<file path="config.mk">
export PLATFORM = sky130hd
export DESIGN_NAME = rect_plotter_flat
export DESIGN_NICKNAME = d
export VERILOG_FILES = /design/src/rtl/rect_plotter_pkg.sv /design/src/rtl/rect_plotter_if.sv /design/src/rtl/rect_plotter_scan_counter.sv /design/src/rtl/rect_plotter.sv /design/src/flat_wrapper.sv
export SDC_FILE = /design/constraint.sdc
export NUM_CORES = 1
export LEC_CHECK = 0
export CAP_MARGIN = 5
export CELL_PAD_IN_SITES_DETAIL_PLACEMENT = 1
export CELL_PAD_IN_SITES_GLOBAL_PLACEMENT = 1
export CORE_ASPECT_RATIO = 1.4
export CORE_MARGIN = 2
export CORE_UTILIZATION = 38
export CTS_BUF_LIST = sky130_fd_sc_hd__clkbuf_8
export CTS_CLUSTER_SIZE = 25
export DETAILED_ROUTE_END_ITERATION = 10
export PLACE_DENSITY = 0.74
export SLEW_MARGIN = 20
export SYNTH_ARGS = -nofsm -noshare
export SYNTH_HDL_FRONTEND = slang
export SYNTH_SLANG_ARGS = --single-unit
</file>
<file path="constraint.sdc">
create_clock -name CLOCK_50 -period 2.6 [get_ports CLOCK_50]
set_input_delay 0.52 -clock CLOCK_50 [delete_from_list [all_inputs] [get_ports CLOCK_50]]
set_output_delay 0.52 -clock CLOCK_50 [all_outputs]
set_load 0.005 [all_outputs]
</file>
<file path="src/rtl/rect_plotter_pkg.sv">
// Shared game definitions for the rectangle plotter: screen geometry, field widths,
// colour constants and the plotter state encoding.
package rect_plotter_pkg;

  localparam int XW      = 8;
  localparam int YW      = 7;
  localparam int CW      = 3;
  localparam int XSCREEN = 160;
  localparam int YSCREEN = 120;

  localparam logic [CW-1:0] BLACK = 3'b000;
  localparam logic [CW-1:0] WHITE = 3'b111;

  typedef enum logic [1:0] {
    IDLE = 2'd0,
    DRAW = 2'd1,
    DONE = 2'd2
  } state_t;

endpackage

</file>
<file path="src/rtl/rect_plotter_if.sv">
// Rectangle request channel: one valid/ready handshake per rectangle.
interface rect_plotter_if;
  import rect_plotter_pkg::*;

  logic          req_valid;
  logic          req_ready;
  logic [XW-1:0] req_x;
  logic [YW-1:0] req_y;
  logic [XW-1:0] req_w;
  logic [YW-1:0] req_h;
  logic [CW-1:0] req_colour;

  modport master (
    output req_valid, req_x, req_y, req_w, req_h, req_colour,
    input  req_ready
  );

  modport slave (
    input  req_valid, req_x, req_y, req_w, req_h, req_colour,
    output req_ready
  );

endinterface

</file>
<file path="src/rtl/rect_plotter_scan_counter.sv">
// Two-dimensional raster counter: xc runs fastest across w columns, then yc advances.
module scan_counter
  import rect_plotter_pkg::*;
(
  input  logic          CLOCK_50,
  input  logic          Resetn,
  input  logic          clr,
  input  logic          en,
  input  logic [XW-1:0] w,
  input  logic [YW-1:0] h,
  output logic [XW-1:0] xc,
  output logic [YW-1:0] yc,
  output logic          last
);

  logic row_end;

  assign row_end = (xc == w - XW'(1));
  assign last    = row_end && (yc == h - YW'(1));

  always_ff @(posedge CLOCK_50) begin
    if (!Resetn) begin
      xc <= '0;
      yc <= '0;
    end else if (clr) begin
      xc <= '0;
      yc <= '0;
    end else if (en) begin
      if (row_end) begin
        xc <= '0;
        yc <= yc + YW'(1);
      end else begin
        xc <= xc + XW'(1);
      end
    end
  end

endmodule

</file>
<file path="src/rtl/rect_plotter.sv">
// Rectangle pixel-scan engine feeding vga_adapter, one pixel per clock in raster order.
// Optional screen-edge clipping is compiled in with RECT_PLOTTER_CLIP_EN.
module rect_plotter
  import rect_plotter_pkg::*;
(
  input  logic          CLOCK_50,
  input  logic          Resetn,
  rect_plotter_if.slave req,
  output logic [XW-1:0] VGA_X,
  output logic [YW-1:0] VGA_Y,
  output logic [CW-1:0] VGA_COLOR,
  output logic          plot,
  output logic          busy,
  output logic          done
);

  state_t        state, state_next;
  logic [XW-1:0] x_q, w_q, xc, vga_x_q, pix_x;
  logic [YW-1:0] y_q, h_q, yc, vga_y_q, pix_y;
  logic [CW-1:0] colour_q, vga_c_q;
  logic          accept, drawing, last, in_view;

  assign accept  = (state == IDLE) && req.req_valid;
  assign drawing = (state == DRAW);
  assign pix_x   = x_q + xc;
  assign pix_y   = y_q + yc;

  scan_counter u_scan (
    .CLOCK_50 (CLOCK_50),
    .Resetn   (Resetn),
    .clr      (accept),
    .en       (drawing),
    .w        (w_q),
    .h        (h_q),
    .xc       (xc),
    .yc       (yc),
    .last     (last)
  );

  always_ff @(posedge CLOCK_50) begin
    if (!Resetn) state <= IDLE;
    else         state <= state_next;
  end

  always_ff @(posedge CLOCK_50) begin
    if (!Resetn) begin
      x_q      <= '0;
      y_q      <= '0;
      w_q      <= '0;
      h_q      <= '0;
      colour_q <= '0;
    end else if (accept) begin
      x_q      <= req.req_x;
      y_q      <= req.req_y;
      w_q      <= req.req_w;
      h_q      <= req.req_h;
      colour_q <= req.req_colour;
    end
  end

  // Remember the last driven pixel so the VGA bus holds steady outside DRAW.
  always_ff @(posedge CLOCK_50) begin
    if (!Resetn) begin
      vga_x_q <= '0;
      vga_y_q <= '0;
      vga_c_q <= '0;
    end else if (drawing) begin
      vga_x_q <= pix_x;
      vga_y_q <= pix_y;
      vga_c_q <= colour_q;
    end
  end

  always_comb begin
    state_next = state;
    case (state)
      IDLE: if (accept)
              state_next = ((req.req_w == '0) || (req.req_h == '0)) ? DONE : DRAW;
      DRAW: if (last) state_next = DONE;
      DONE: state_next = IDLE;
      default: state_next = IDLE;
    endcase
  end

`ifdef RECT_PLOTTER_CLIP_EN
  logic [XW:0] x_sum;
  logic [YW:0] y_sum;
  assign x_sum   = {1'b0, x_q} + {1'b0, xc};
  assign y_sum   = {1'b0, y_q} + {1'b0, yc};
  assign in_view = (x_sum < (XW+1)'(XSCREEN)) && (y_sum < (YW+1)'(YSCREEN));
`else
  assign in_view = 1'b1;
`endif

  assign req.req_ready = (state == IDLE);
  assign busy          = (state != IDLE);
  assign done          = (state == DONE);
  assign plot          = drawing && in_view;
  assign VGA_X         = drawing ? pix_x    : vga_x_q;
  assign VGA_Y         = drawing ? pix_y    : vga_y_q;
  assign VGA_COLOR     = drawing ? colour_q : vga_c_q;

endmodule

</file>
<file path="src/flat_wrapper.sv">
// flat-port wrapper written by rule: the top's interface ports become plain ports
module rect_plotter_flat import rect_plotter_pkg::*;
  (CLOCK_50, Resetn, VGA_X, VGA_Y, VGA_COLOR, plot, busy, done, req_req_valid, req_req_x, req_req_y, req_req_w, req_req_h, req_req_colour, req_req_ready);
  rect_plotter_if req_i ();
  input  logic CLOCK_50;
  input  logic Resetn;
  output logic [XW-1:0] VGA_X;
  output logic [YW-1:0] VGA_Y;
  output logic [CW-1:0] VGA_COLOR;
  output logic plot;
  output logic busy;
  output logic done;
  input wire logic [$bits(req_i.req_valid)-1:0] req_req_valid;
  input wire logic [$bits(req_i.req_x)-1:0] req_req_x;
  input wire logic [$bits(req_i.req_y)-1:0] req_req_y;
  input wire logic [$bits(req_i.req_w)-1:0] req_req_w;
  input wire logic [$bits(req_i.req_h)-1:0] req_req_h;
  input wire logic [$bits(req_i.req_colour)-1:0] req_req_colour;
  output wire logic [$bits(req_i.req_ready)-1:0] req_req_ready;
  assign req_i.req_valid = req_req_valid;
  assign req_i.req_x = req_req_x;
  assign req_i.req_y = req_req_y;
  assign req_i.req_w = req_req_w;
  assign req_i.req_h = req_req_h;
  assign req_i.req_colour = req_req_colour;
  assign req_req_ready = req_i.req_ready;
  rect_plotter u_core (.CLOCK_50(CLOCK_50), .Resetn(Resetn), .req(req_i), .VGA_X(VGA_X), .VGA_Y(VGA_Y), .VGA_COLOR(VGA_COLOR), .plot(plot), .busy(busy), .done(done));
endmodule
</file>
==> results of run 1 <==
-- routing by layer --
| metal | vias to the layer above | wire [µm] | global-route usage, % |
|---|---|---|---|
| met3 | 19 | 270 | 4.56 |
| met1 | 1783 | 4480 | 23.2 |
| li1 | 1783 | - | - |
| met5 | - | 0 | 0 |
| met2 | 53 | 6430 | 44.0 |
| met4 | 0 | 201 | 6.92 |
-- how the worst max path moves through the flow --
stage,end,cells after the start,startpoint,slack [ps]
final,VGA_Y[6],10,u_core.y_q[0],-120
after global routing,VGA_Y[6],10,u_core.y_q[0],-240
after CTS,VGA_Y[6],10,u_core.y_q[0],-190
after detailed placement,VGA_Y[6],10,u_core.y_q[0],-420
after global placement,VGA_Y[6],10,u_core.u_scan.yc[0],-400
after floorplan,VGA_Y[6],9,u_core.u_scan.yc[0],230
-- worst register-to-register path, cell delays in order (launching register included) --
cell and delay (ps):
dfxtp_1 400, inv_1 70, ha_1 300, xnor2_1 140
nor3_2 210, nand3_1 370, or4_1 600, a21oi_1 160
-- report_power, final --
group	leakage, nW	internal [mW]	switching [mW]
combinational	1.37	0.211	0.229
sequential	0.559	1.08	0.0365
clock	0.0976	0.383	0.414
-- metrics by stage --
| stage | TNS (ps) | hold slack, ps |
|---|---|---|
| 2_1_floorplan | 0 | 437 |
| 3_3_place_gp | -967 | 446 |
| 3_5_place_dp | -1410 | 451 |
| 4_1_cts | -490 | 461 |
| 5_1_grt | -825 | 479 |
| 6_report | -231 | 460 |
-- cell families after synthesis --
kind of cell	synth area share, %
DFF	36.7
AOI/OAI and AO/OA	17.9
adders and majority gates	6.82
muxes	0.540
buffers and inverters	5.20
xor gates and xnor gates	8.00
and+or+nand+nor	24.9
-- repair_timing --
| action | CTS | global route |
|---|---|---|
| pin swaps | 31 | 16 |
| buffers inserted | 9 | 0 |
| cloned | 0 | 0 |
| hold buffers | 0 | 0 |
| setup endpoints to repair | 14 | 12 |
| resized for setup | 92 | 21 |
-- final cells by class --
type                       instances  area, µm²
fill                            1149       4450
multi-input combinational        356       2360
sequential                        68       1380
timing repair buffer              99        880
clock buffer                      11        151
tap                              110        138
inverter                          22       86.3
clock inverter                     4       17.5
-- cell usage in the layout (no fill, tap or decap), drive strengths merged, types with 3 or more instances in the layout --
master,instances
a211oi,3
o21a,3
and2,15
o31ai,9
nand2b,4
nor3,10
a21boi,3
and3,6
o21ai,19
xnor2,17
clkbuf,11
a21o,4
inv,22
ha,17
nor2,13
nor2b,5
buf,50
xor2,12
nand2,104
or4,6
a21oi,58
clkdlybuf4s50,44
dfxtp,68
clkinv,3
nand3,14
nor4,3
-- registers in the layout, indices dropped and copies added (netlist names) --
| register | cells |
|---|---|
| u_core.colour_q | 3 |
| u_core.h_q | 7 |
| u_core.state | 2 |
| u_core.u_scan.xc | 8 |
| u_core.u_scan.yc | 7 |
| u_core.vga_c_q | 3 |
| u_core.vga_x_q | 8 |
| u_core.vga_y_q | 7 |
| u_core.w_q | 8 |
| u_core.x_q | 8 |
| u_core.y_q | 7 |
==> summary.md, run 1 <==
| Metric | Value |
|---|---|
| Worst-Skew Late Latency | about 360 ps |
| Die height | approximately 120 µm |
| Post-synth EDFFs | 0 |
| Area growth syn-to-layout | 35.1% |
| Critical path buffer and inverter count | 2 |
| Synth Cell Area | 0.00371 mm² |
| Synth warn | 0 |
| Max Cap Viol | 0 |
| CTS tree | built |
| CP delay by family, top | compound AO/OA/AOI/OAI gates |
| Failing checks | negative setup slack |
| CTS sink count | 68 |
| Worst ir drop on vdd | roughly 0.25 mV |
| Outcome | finished, violations left |
| Clk slew on worst S/H paths | around 70 ps |
| Remaining Overflow, GRT | 0 |
| Initial antenna violation count | 0 |
| Mapped Nets | 523 |
| Startpoint class of the critical path | flop |
| Seq/Total Area, Yosys | around 37% |
| CTS Buf Count | 9 |
| Post-route ant nets | 0 |
| CP max FO | 2 |
| Vias | between 3,000 and 4,000 |
| Hold path startpoint | u_core.colour_q[2] |
| Req. time, crit path | between 2000 and 2500 ps |
| Root buf cell | clkbuf_8 |
| Worst slew margin | roughly 59% |
| Final setup fails | 4 |
| Synthesized area per cell | between 7 and 8 µm² |
| Worst Hold Class | flop to flop |
| Layout cell share with drive strength beyond 1 | 22.0% |
| Library cells used by synthesis | between 50 and 60 |
| Die Span X | slightly below 90 µm |
| Endpoint type of the worst setup path | output port |
| Final period utilization | 105% |
| Slowest cell on the critical path | fa_2 |
| Setup slack, reg-to-reg | about 290 ps |
| Gr usage total | a little under a quarter |
| DP Worst Slack | -421 ps |
| Placed insts | 647 |
| Avg WL per Cell | 17.0 µm |
| Critical R2R Launch | u_core.w_q[0] |
| Placed Instance Area | between 0.004 and 0.005 mm² |
| Synth Instances | 468 |
| Final instance area | 0.00501 mm² |
| CTS Buffer Depth | 2 |
| Hold Path End | u_core.colour_q[2] |
| First DRT Iteration DRCs | ~150 |
| Unrepaired setup endpoints after global routing | yes |
| Reg2reg end | u_core.u_scan.yc[2] |
| Slew Viols, Final | 0 |
| Final cell count without fillers | 670 |
| Worst Tran Pin Value | just over 600 ps |
| Tmin final | roughly 2700 ps |
| Crit-path max cell delay | 370 ps |
| Leak | around 2.0 nW |
| DR DRC count | 0 |
| DR vias/cell | roughly 5.4 |
| Post-synth top cells | nand2_1, dfxtp_1, a21oi_1, inv_1, o21ai_0 |
| Ys flop type | dfxtp_1 |
| Power per Cell Area | 471 mW/mm² |
| Total core area | approximately 0.0095 mm² |
| DRT Pass-1 Iters | 4 |
| WHS Path Cells | 2 |
| Final WS setup | -121 ps |
| Max Clock Freq | between 300 and 400 MHz |
| First-pass GRT wire length | about 18,000 µm |
| Fin nets | around 610 |
| Yosys top cell area share | a little under two fifths |
| Largest net degree at the start of global routing | 40 |
| Cell taking the most area after synthesis | dfxtp_1 |
| Total power | about 2.4 mW |
| Layout Utilization | 52.9% |
| Initial Util | 39.2% |
| Die Area | 0.0106 mm² |
| Hold violation total from the final report | 0 |
| Vias in the first global route | slightly below 4,000 |
| Num rows | 42 |
| Dpl hpwl | between 8000 and 9000 µm |
| Clock Skew | 7.96 ps |
| Synth top area cells | dfxtp_1, nand2_1, a21oi_1 |
| # diodes | 0 |
| Reg2reg path depth | 7 |
| #FFs+latches synth | 68 |
| H-tree depth | 3 |
| I/O pins | 58 |
| Routability cong. | 0.827 |
| Ys async rst share | 0% |
| Worst EP arrival | about 2200 ps |
| Port Buffers | 57 |
| Crit-path cells | ha_4 > inv_2 > fa_2 > nor2b_2 > o21ai_2 > a21oi_2 > o21ai_2 > a211oi_2 > nor3_2 > buf_2 |
| Routed WL | between 10,000 and 15,000 µm |
| WS Path Type | flop to output port |
| Most used cell, CP | o21ai_2 |
| Top-count cell post-synth | nand2_1 |
Power figures use the tool's default switching activity.
==> run 2, diff against run 1 <==
--- a/config.mk
+++ b/config.mk
@@ -14,6 +14,7 @@
 export CTS_BUF_LIST = sky130_fd_sc_hd__clkbuf_8
 export CTS_CLUSTER_SIZE = 25
 export DETAILED_ROUTE_END_ITERATION = 10
+export GPL_ROUTABILITY_DRIVEN = 0
 export PLACE_DENSITY = 0.74
 export SLEW_MARGIN = 20
 export SYNTH_ARGS = -nofsm -noshare
==> results of run 2 <==
Final layout, timing and power as in run 1 (identical DEF).
